## src/rtl/act_dispatch_pkg.sv

```systemverilog
// Shared encodings and Q5.10 constants for the activation dispatcher.
// Q5.10 two's complement: 1.0 == 16'h0400.
package act_dispatch_pkg;

    localparam logic [1:0] SEL_SIGMOID = 2'b00;
    localparam logic [1:0] SEL_TANH    = 2'b01;
    localparam logic [1:0] SEL_RELU    = 2'b10;
    localparam logic [1:0] SEL_PASS    = 2'b11;

    localparam logic [15:0] ONE     = 16'h0400;
    localparam logic [15:0] NEG_ONE = 16'hFC00;
    localparam logic [15:0] K_INV   = 16'h04D4;

    typedef enum logic [2:0] {
        StIdle,
        StSat,
        StIssue,
        StWait,
        StPush
    } state_e;

endpackage

```

## src/rtl/act_result_fifo.sv

```systemverilog
// First-word fall-through result FIFO; read data is forced to zero while empty.
// Push and pop may happen in the same cycle.
module act_result_fifo #(
    parameter int unsigned DW    = 21,
    parameter int unsigned DEPTH = 4
) (
    input  logic          clk,
    input  logic          rst_n,
    input  logic          push,
    input  logic [DW-1:0] wdata,
    input  logic          pop,
    output logic [DW-1:0] rdata,
    output logic          full,
    output logic          empty
);

    localparam int unsigned AW   = $clog2(DEPTH);
    localparam int unsigned CNTW = AW + 1;
    localparam logic [CNTW-1:0] FULL_CNT = DEPTH[CNTW-1:0];

    logic [DW-1:0]   mem_q [DEPTH];
    logic [AW-1:0]   wr_q, rd_q;
    logic [CNTW-1:0] cnt_q;
    logic            do_push, do_pop;

    assign full    = (cnt_q == FULL_CNT);
    assign empty   = (cnt_q == '0);
    assign do_push = push && !full;
    assign do_pop  = pop && !empty;
    assign rdata   = empty ? '0 : mem_q[rd_q];

    always_ff @(posedge clk or negedge rst_n) begin
        if (!rst_n) begin
            wr_q  <= '0;
            rd_q  <= '0;
            cnt_q <= '0;
        end else begin
            if (do_push) wr_q <= wr_q + AW'(1);
            if (do_pop)  rd_q <= rd_q + AW'(1);
            case ({do_push, do_pop})
                2'b10:   cnt_q <= cnt_q + CNTW'(1);
                2'b01:   cnt_q <= cnt_q - CNTW'(1);
                default: cnt_q <= cnt_q;
            endcase
        end
    end

    always_ff @(posedge clk) begin
        if (do_push) mem_q[wr_q] <= wdata;
    end

endmodule

```

## src/rtl/act_dispatch.sv

```systemverilog
// Front end for the CORDIC activation unit: resolves relu/pass/saturated cases locally,
// issues in-range sigmoid/tanh over start/done, and queues results in accept order.
module act_dispatch #(
    parameter int unsigned    WIDTH   = 15,
    parameter int unsigned    TAG_W   = 4,
    parameter int unsigned    DEPTH   = 4,
    parameter logic [WIDTH:0] CLAMP   = 16'h0400,
    parameter logic [WIDTH:0] K_INV   = act_dispatch_pkg::K_INV,
    parameter int unsigned    TIMEOUT = 64
) (
    input  logic             clk,
    input  logic             ext_reset_n,
    input  logic             in_valid,
    output logic             in_ready,
    input  logic [WIDTH:0]   in_data,
    input  logic [1:0]       in_sel,
    input  logic [TAG_W-1:0] in_tag,
    output logic             act_start,
    output logic [WIDTH:0]   act_x,
    output logic [WIDTH:0]   act_y,
    output logic [WIDTH:0]   act_z,
    output logic [1:0]       act_sel,
    input  logic             act_done,
    input  logic [WIDTH:0]   act_result,
    output logic             out_valid,
    input  logic             out_ready,
    output logic [WIDTH:0]   out_data,
    output logic [TAG_W-1:0] out_tag,
    output logic             out_err
);

    import act_dispatch_pkg::*;

    localparam int unsigned W  = WIDTH + 1;
    localparam int unsigned DW = W + TAG_W + 1;
    localparam int unsigned CW = $clog2(TIMEOUT);
    localparam logic [CW-1:0] CNT_MAX = CW'(TIMEOUT - 1);

    state_e           state_q, state_d;
    logic [WIDTH:0]   x_q, res_q, res_d, x_mag;
    logic [1:0]       sel_q;
    logic [TAG_W-1:0] tag_q;
    logic             err_q, err_d;
    logic [CW-1:0]    cnt_q, cnt_d;
    logic             ready_q, accept, push, act_busy;
    logic             fifo_full, fifo_empty;
    logic [DW-1:0]    fifo_rdata;

    // ready_q keeps in_ready low while reset is asserted and for the first clock after.
    assign in_ready = ready_q && (state_q == StIdle) && !fifo_full;
    assign accept   = in_valid && in_ready;
    // 16'h8000 negates to itself, which compares as a large unsigned magnitude.
    assign x_mag    = in_data[WIDTH] ? -in_data : in_data;

    always_comb begin
        state_d = state_q;
        res_d   = res_q;
        err_d   = err_q;
        cnt_d   = cnt_q;
        push    = 1'b0;
        case (state_q)
            StIdle: begin
                if (accept) begin
                    err_d = 1'b0;
                    case (in_sel)
                        SEL_RELU: begin
                            res_d   = in_data[WIDTH] ? '0 : in_data;
                            state_d = StPush;
                        end
                        SEL_PASS: begin
                            res_d   = in_data;
                            state_d = StPush;
                        end
                        default: state_d = (x_mag > CLAMP) ? StSat : StIssue;
                    endcase
                end
            end
            StSat: begin
                if (sel_q == SEL_TANH) res_d = x_q[WIDTH] ? -W'(ONE) : W'(ONE);
                else                   res_d = x_q[WIDTH] ? '0 : W'(ONE);
                state_d = StPush;
            end
            StIssue: begin
                cnt_d   = '0;
                state_d = StWait;
            end
            StWait: begin
                if (act_done) begin
                    res_d   = act_result;
                    err_d   = 1'b0;
                    state_d = StPush;
                end else if (cnt_q == CNT_MAX) begin
                    res_d   = '0;
                    err_d   = 1'b1;
                    state_d = StPush;
                end else begin
                    cnt_d = cnt_q + CW'(1);
                end
            end
            StPush: begin
                push    = 1'b1;
                state_d = StIdle;
            end
            default: state_d = StIdle;
        endcase
    end

    always_ff @(posedge clk or negedge ext_reset_n) begin
        if (!ext_reset_n) begin
            state_q <= StIdle;
            x_q     <= '0;
            sel_q   <= '0;
            tag_q   <= '0;
            res_q   <= '0;
            err_q   <= 1'b0;
            cnt_q   <= '0;
            ready_q <= 1'b0;
        end else begin
            state_q <= state_d;
            res_q   <= res_d;
            err_q   <= err_d;
            cnt_q   <= cnt_d;
            ready_q <= 1'b1;
            if (accept) begin
                x_q   <= in_data;
                sel_q <= in_sel;
                tag_q <= in_tag;
            end
        end
    end

    // Seeds are held from ISSUE through the end of WAIT and read as zero otherwise.
    assign act_busy  = (state_q == StIssue) || (state_q == StWait);
    assign act_start = (state_q == StIssue);
    assign act_x     = act_busy ? K_INV : '0;
    assign act_y     = '0;
    assign act_z     = act_busy ? x_q : '0;
    assign act_sel   = act_busy ? sel_q : '0;

    act_result_fifo #(
        .DW    (DW),
        .DEPTH (DEPTH)
    ) u_fifo (
        .clk   (clk),
        .rst_n (ext_reset_n),
        .push  (push),
        .wdata ({res_q, tag_q, err_q}),
        .pop   (out_ready),
        .rdata (fifo_rdata),
        .full  (fifo_full),
        .empty (fifo_empty)
    );

    assign out_valid = !fifo_empty;
    assign {out_data, out_tag, out_err} = fifo_rdata;

endmodule

```

## config.mk

```make
export PLATFORM = sky130hd
export DESIGN_NAME = act_dispatch
export DESIGN_NICKNAME = d
export VERILOG_FILES = /design/src/rtl/act_dispatch_pkg.sv /design/src/rtl/act_result_fifo.sv /design/src/rtl/act_dispatch.sv
export SDC_FILE = /design/constraint.sdc
export NUM_CORES = 1
export LEC_CHECK = 0
export CAP_MARGIN = 20
export CORE_UTILIZATION = 60
export DETAILED_ROUTE_END_ITERATION = 12
export DONT_BUFFER_PORTS = 1
export PLACE_DENSITY_LB_ADDON = 0.15
export REMOVE_ABC_BUFFERS = 1
export SYNTH_ARGS = -nofsm -noshare
export SYNTH_HDL_FRONTEND = slang
export SYNTH_HIERARCHICAL = 1
export SYNTH_SLANG_ARGS = --single-unit
```

## constraint.sdc

```tcl
create_clock -name clk -period 2.6 [get_ports clk]
set_input_delay 0.39 -clock clk [delete_from_list [all_inputs] [get_ports clk]]
set_output_delay 0.39 -clock clk [all_outputs]
set_load 0.05 [all_outputs]
```

==> impl_metrics.ini <==
[worst_hold_path]
hp-class = primary input to flop
whs_path_depth = 1

[cells_and_area]
final_util = 0.708
antenna_cells = 0
nFillCells = 682
synthToLayoutAreaGrowth_pct = 14.4
multi_input_area_um2 = 2130
num-nets-final = 504
final_common_cell = edfxtp_1
seq_area_um2 = 3920
layout_common_cells = edfxtp_1, dfrtp_1, buf_4, mux2_2, conb_1
drive_above_1_share = 0.278

[yosys]
synth_top_cell_area_share = 0.397
syn_area_um2 = 6360
synth_cell_type_count = 51
ys_top_cells_by_area = edfxtp_1, dfrtp_1, mux4_2
syn_inst = 421
synth_seq_area_share = 0.617
synth_top_area_cell = edfxtp_1
yosysWarningCount = 6
synth-edff-count = 84
synth_area_per_cell_um2 = 15.1
ys.flop_type = edfxtp_1
ys_ff_latch = 140
async_flop_share = 0.400

[grt]
grt_pass1_wl_um = 19100
first_global_vias = 3590
grt_max_degree = 57
track_usage = 0.235
grt_overflow = 0
antenna_found_initial = 0

[routing]
routed_wl_um = 11900
wire_per_inst_um = 19.8
vias = 3416
via_per_inst = 5.67
remaining_drc_errors = 0
dr.pass1.iters = 6
drt-initial-drc-count = 168
antenna_left = 0

[sta]
relSlewSlack = 0.624
tightest_slew_ns = 0.563
finalWorstPathRequiredPeriod_ns = 2.48
drv_slew = 0
setup_viol = 0
hold_violations = 0
rsz0062_at_grt = no
fmax_ghz = 0.402
final.setup.worst_slack_ns = 0.115
final.period_utilization = 0.956
skew_ns = 0.00640
setup-tns-final_ns = 0

[setup_path]
critPathRequiredTime_ns = 2.21
path_delay_family = simple AND/OR/NAND/NOR gates
crit_buf_inv = 1
rr_worst_depth = 9
critical-path-max-stage-delay_ns = 0.54
cp_data_arrival_time_ns = 2.09
path_depth = 3
path_cells = nand2b_1, inv_2, and2_1
cp-start-kind = flop
crit_type = flop to output port
cp_slowest_cell = dfrtp_1
path_max_fanout = 22
cp-end-kind = output port

[run]
cap_violations = 0

[placement]
io_buffers = 0
dp_worst_setup_slack_ns = 0.444
dp_hpwl_um = 7520
place.gp.congestion = 0.831

[floorplan]
design.die.area_um2 = 11000
initial_core_util = 0.618
die_w_um = 105
io_pins = 117
rows = 37
die_h_um = 105
core_area_um2 = 10300

[power]
max-vdd-ir-drop_v = 0.000749
p_leak_nw = 2.90
p_per_area_nw_per_um2 = 1270
pwr-share-clk = 0.301
p_int_mw = 6.13
sequentialPowerShare = 0.370
swShare = 0.335
power_frac_comb = 0.330
p_sw_mw = 3.08

[clock_network]
cts_buffers = 17
cts_tree = built
cts_max_level = 4
clk_pin_slew_ns = 0.06
clock_path_buffers = 2
clk-insertion-delay-late_ns = 0.51
clock_sinks = 140
root_buffer = clkbuf_8

[status]
outcome = finished clean
-- sequential cells by signal, indices dropped and copies added, names as in the netlist, 3 cells and up --
signal        cells
x_q              16
cnt_q             6
u_fifo/cnt_q      3
u_fifo/mem_q     84
res_q            16
tag_q             4
state_q           3
-- timing repair --
item / 4_1_cts / 5_1_grt
gates resized for setup: 1 / 0
endpoints found under the setup margin: 5 / 0
endpoints found under the hold margin: 57 / 0
setup buffers: 0 / 0
hold buffers: 3 / 0
-- synth_stat cells, types with 7 or more instances --
cell type	instances
and2_1	23
nor2_1	11
inv_1	12
nand3_1	7
a22o_1	13
a21oi_1	13
clkbuf_1	7
mux4_2	21
mux2_4	9
edfxtp_1	84
nor2b_1	24
mux2_2	28
dfrtp_1	56
buf_4	32
nand2_1	12
-- power by group through the flow --
stage	Combinational, mW	Clock [mW]	Sequential (mW)
final	3.04	2.77	3.41
after global routing	3.22	2.91	3.47
after CTS	3.07	2.81	3.41
after detailed placement	3.03	0	3.43
after global placement	2.97	0	3.37
after floorplan	2.21	0	3.40
-- per-stage QoR --
stage / total power [mW] / hold slack, ns / cell area, µm² / std cells
CTS: 9.29 / 0.00638 / 7270 / 603
finish: 9.22 / 0.0290 / 7270 / 603
global route: 9.60 / 0.00210 / 7270 / 603
global placement: 6.35 / 0.0960 / 6540 / 568
detailed placement: 6.46 / 0.0951 / 6540 / 568
floorplan: 5.61 / 0.0944 / 6100 / 398
-- cell type report --
cell class | instances | share of cell area
Clock buffer | 21 | 0.0618
Clock inverter | 11 | 0.0327
Inverter | 12 | 0.00619
Multi-Input combinational cell | 246 | 0.293
Sequential cell | 140 | 0.539
Tap cell | 136 | 0.0234
Timing Repair Buffer | 37 | 0.0439
-- metal layers --
metal / vias to the layer above / track usage / share of wire
met1: 1722 / 0.295 / 0.42
met4: 0 / 0.0734 / 0.0080
met3: 9 / 0.0705 / 0.061
met2: 115 / 0.394 / 0.51
met5: - / 0 / 0
li1: 1570 / - / -
-- final timing paths --
check / from / endpoint / slack (ns)
worst max-delay path: state_q[1] / act_z[8] / 0.12
worst min-delay path: in_sel[0] / sel_q[0] / 0.03
worst max register to register: state_q[0] / u_fifo/cnt_q[2] / 0.42
worst min register to register: x_q[10] / x_q[10] / 0.50
max in group asynchronous: ext_reset_n / x_q[9] / 1.92
min in group asynchronous: ext_reset_n / u_fifo/rd_q[1] / 0.41
-- logic make-up after synthesis --
kind of cell | after synthesis | share of synthesized area
other | 2 | 0.00118
DFF | 140 | 0.617
buffers and inverters | 61 | 0.0632
xor gates and xnor gates | 7 | 0.00965
muxes | 62 | 0.152
adders and majority gates | 7 | 0.0150
AOI/OAI and AO/OA | 47 | 0.0557
and+or+nand+nor | 95 | 0.0864
Power figures use the tool's default switching activity.
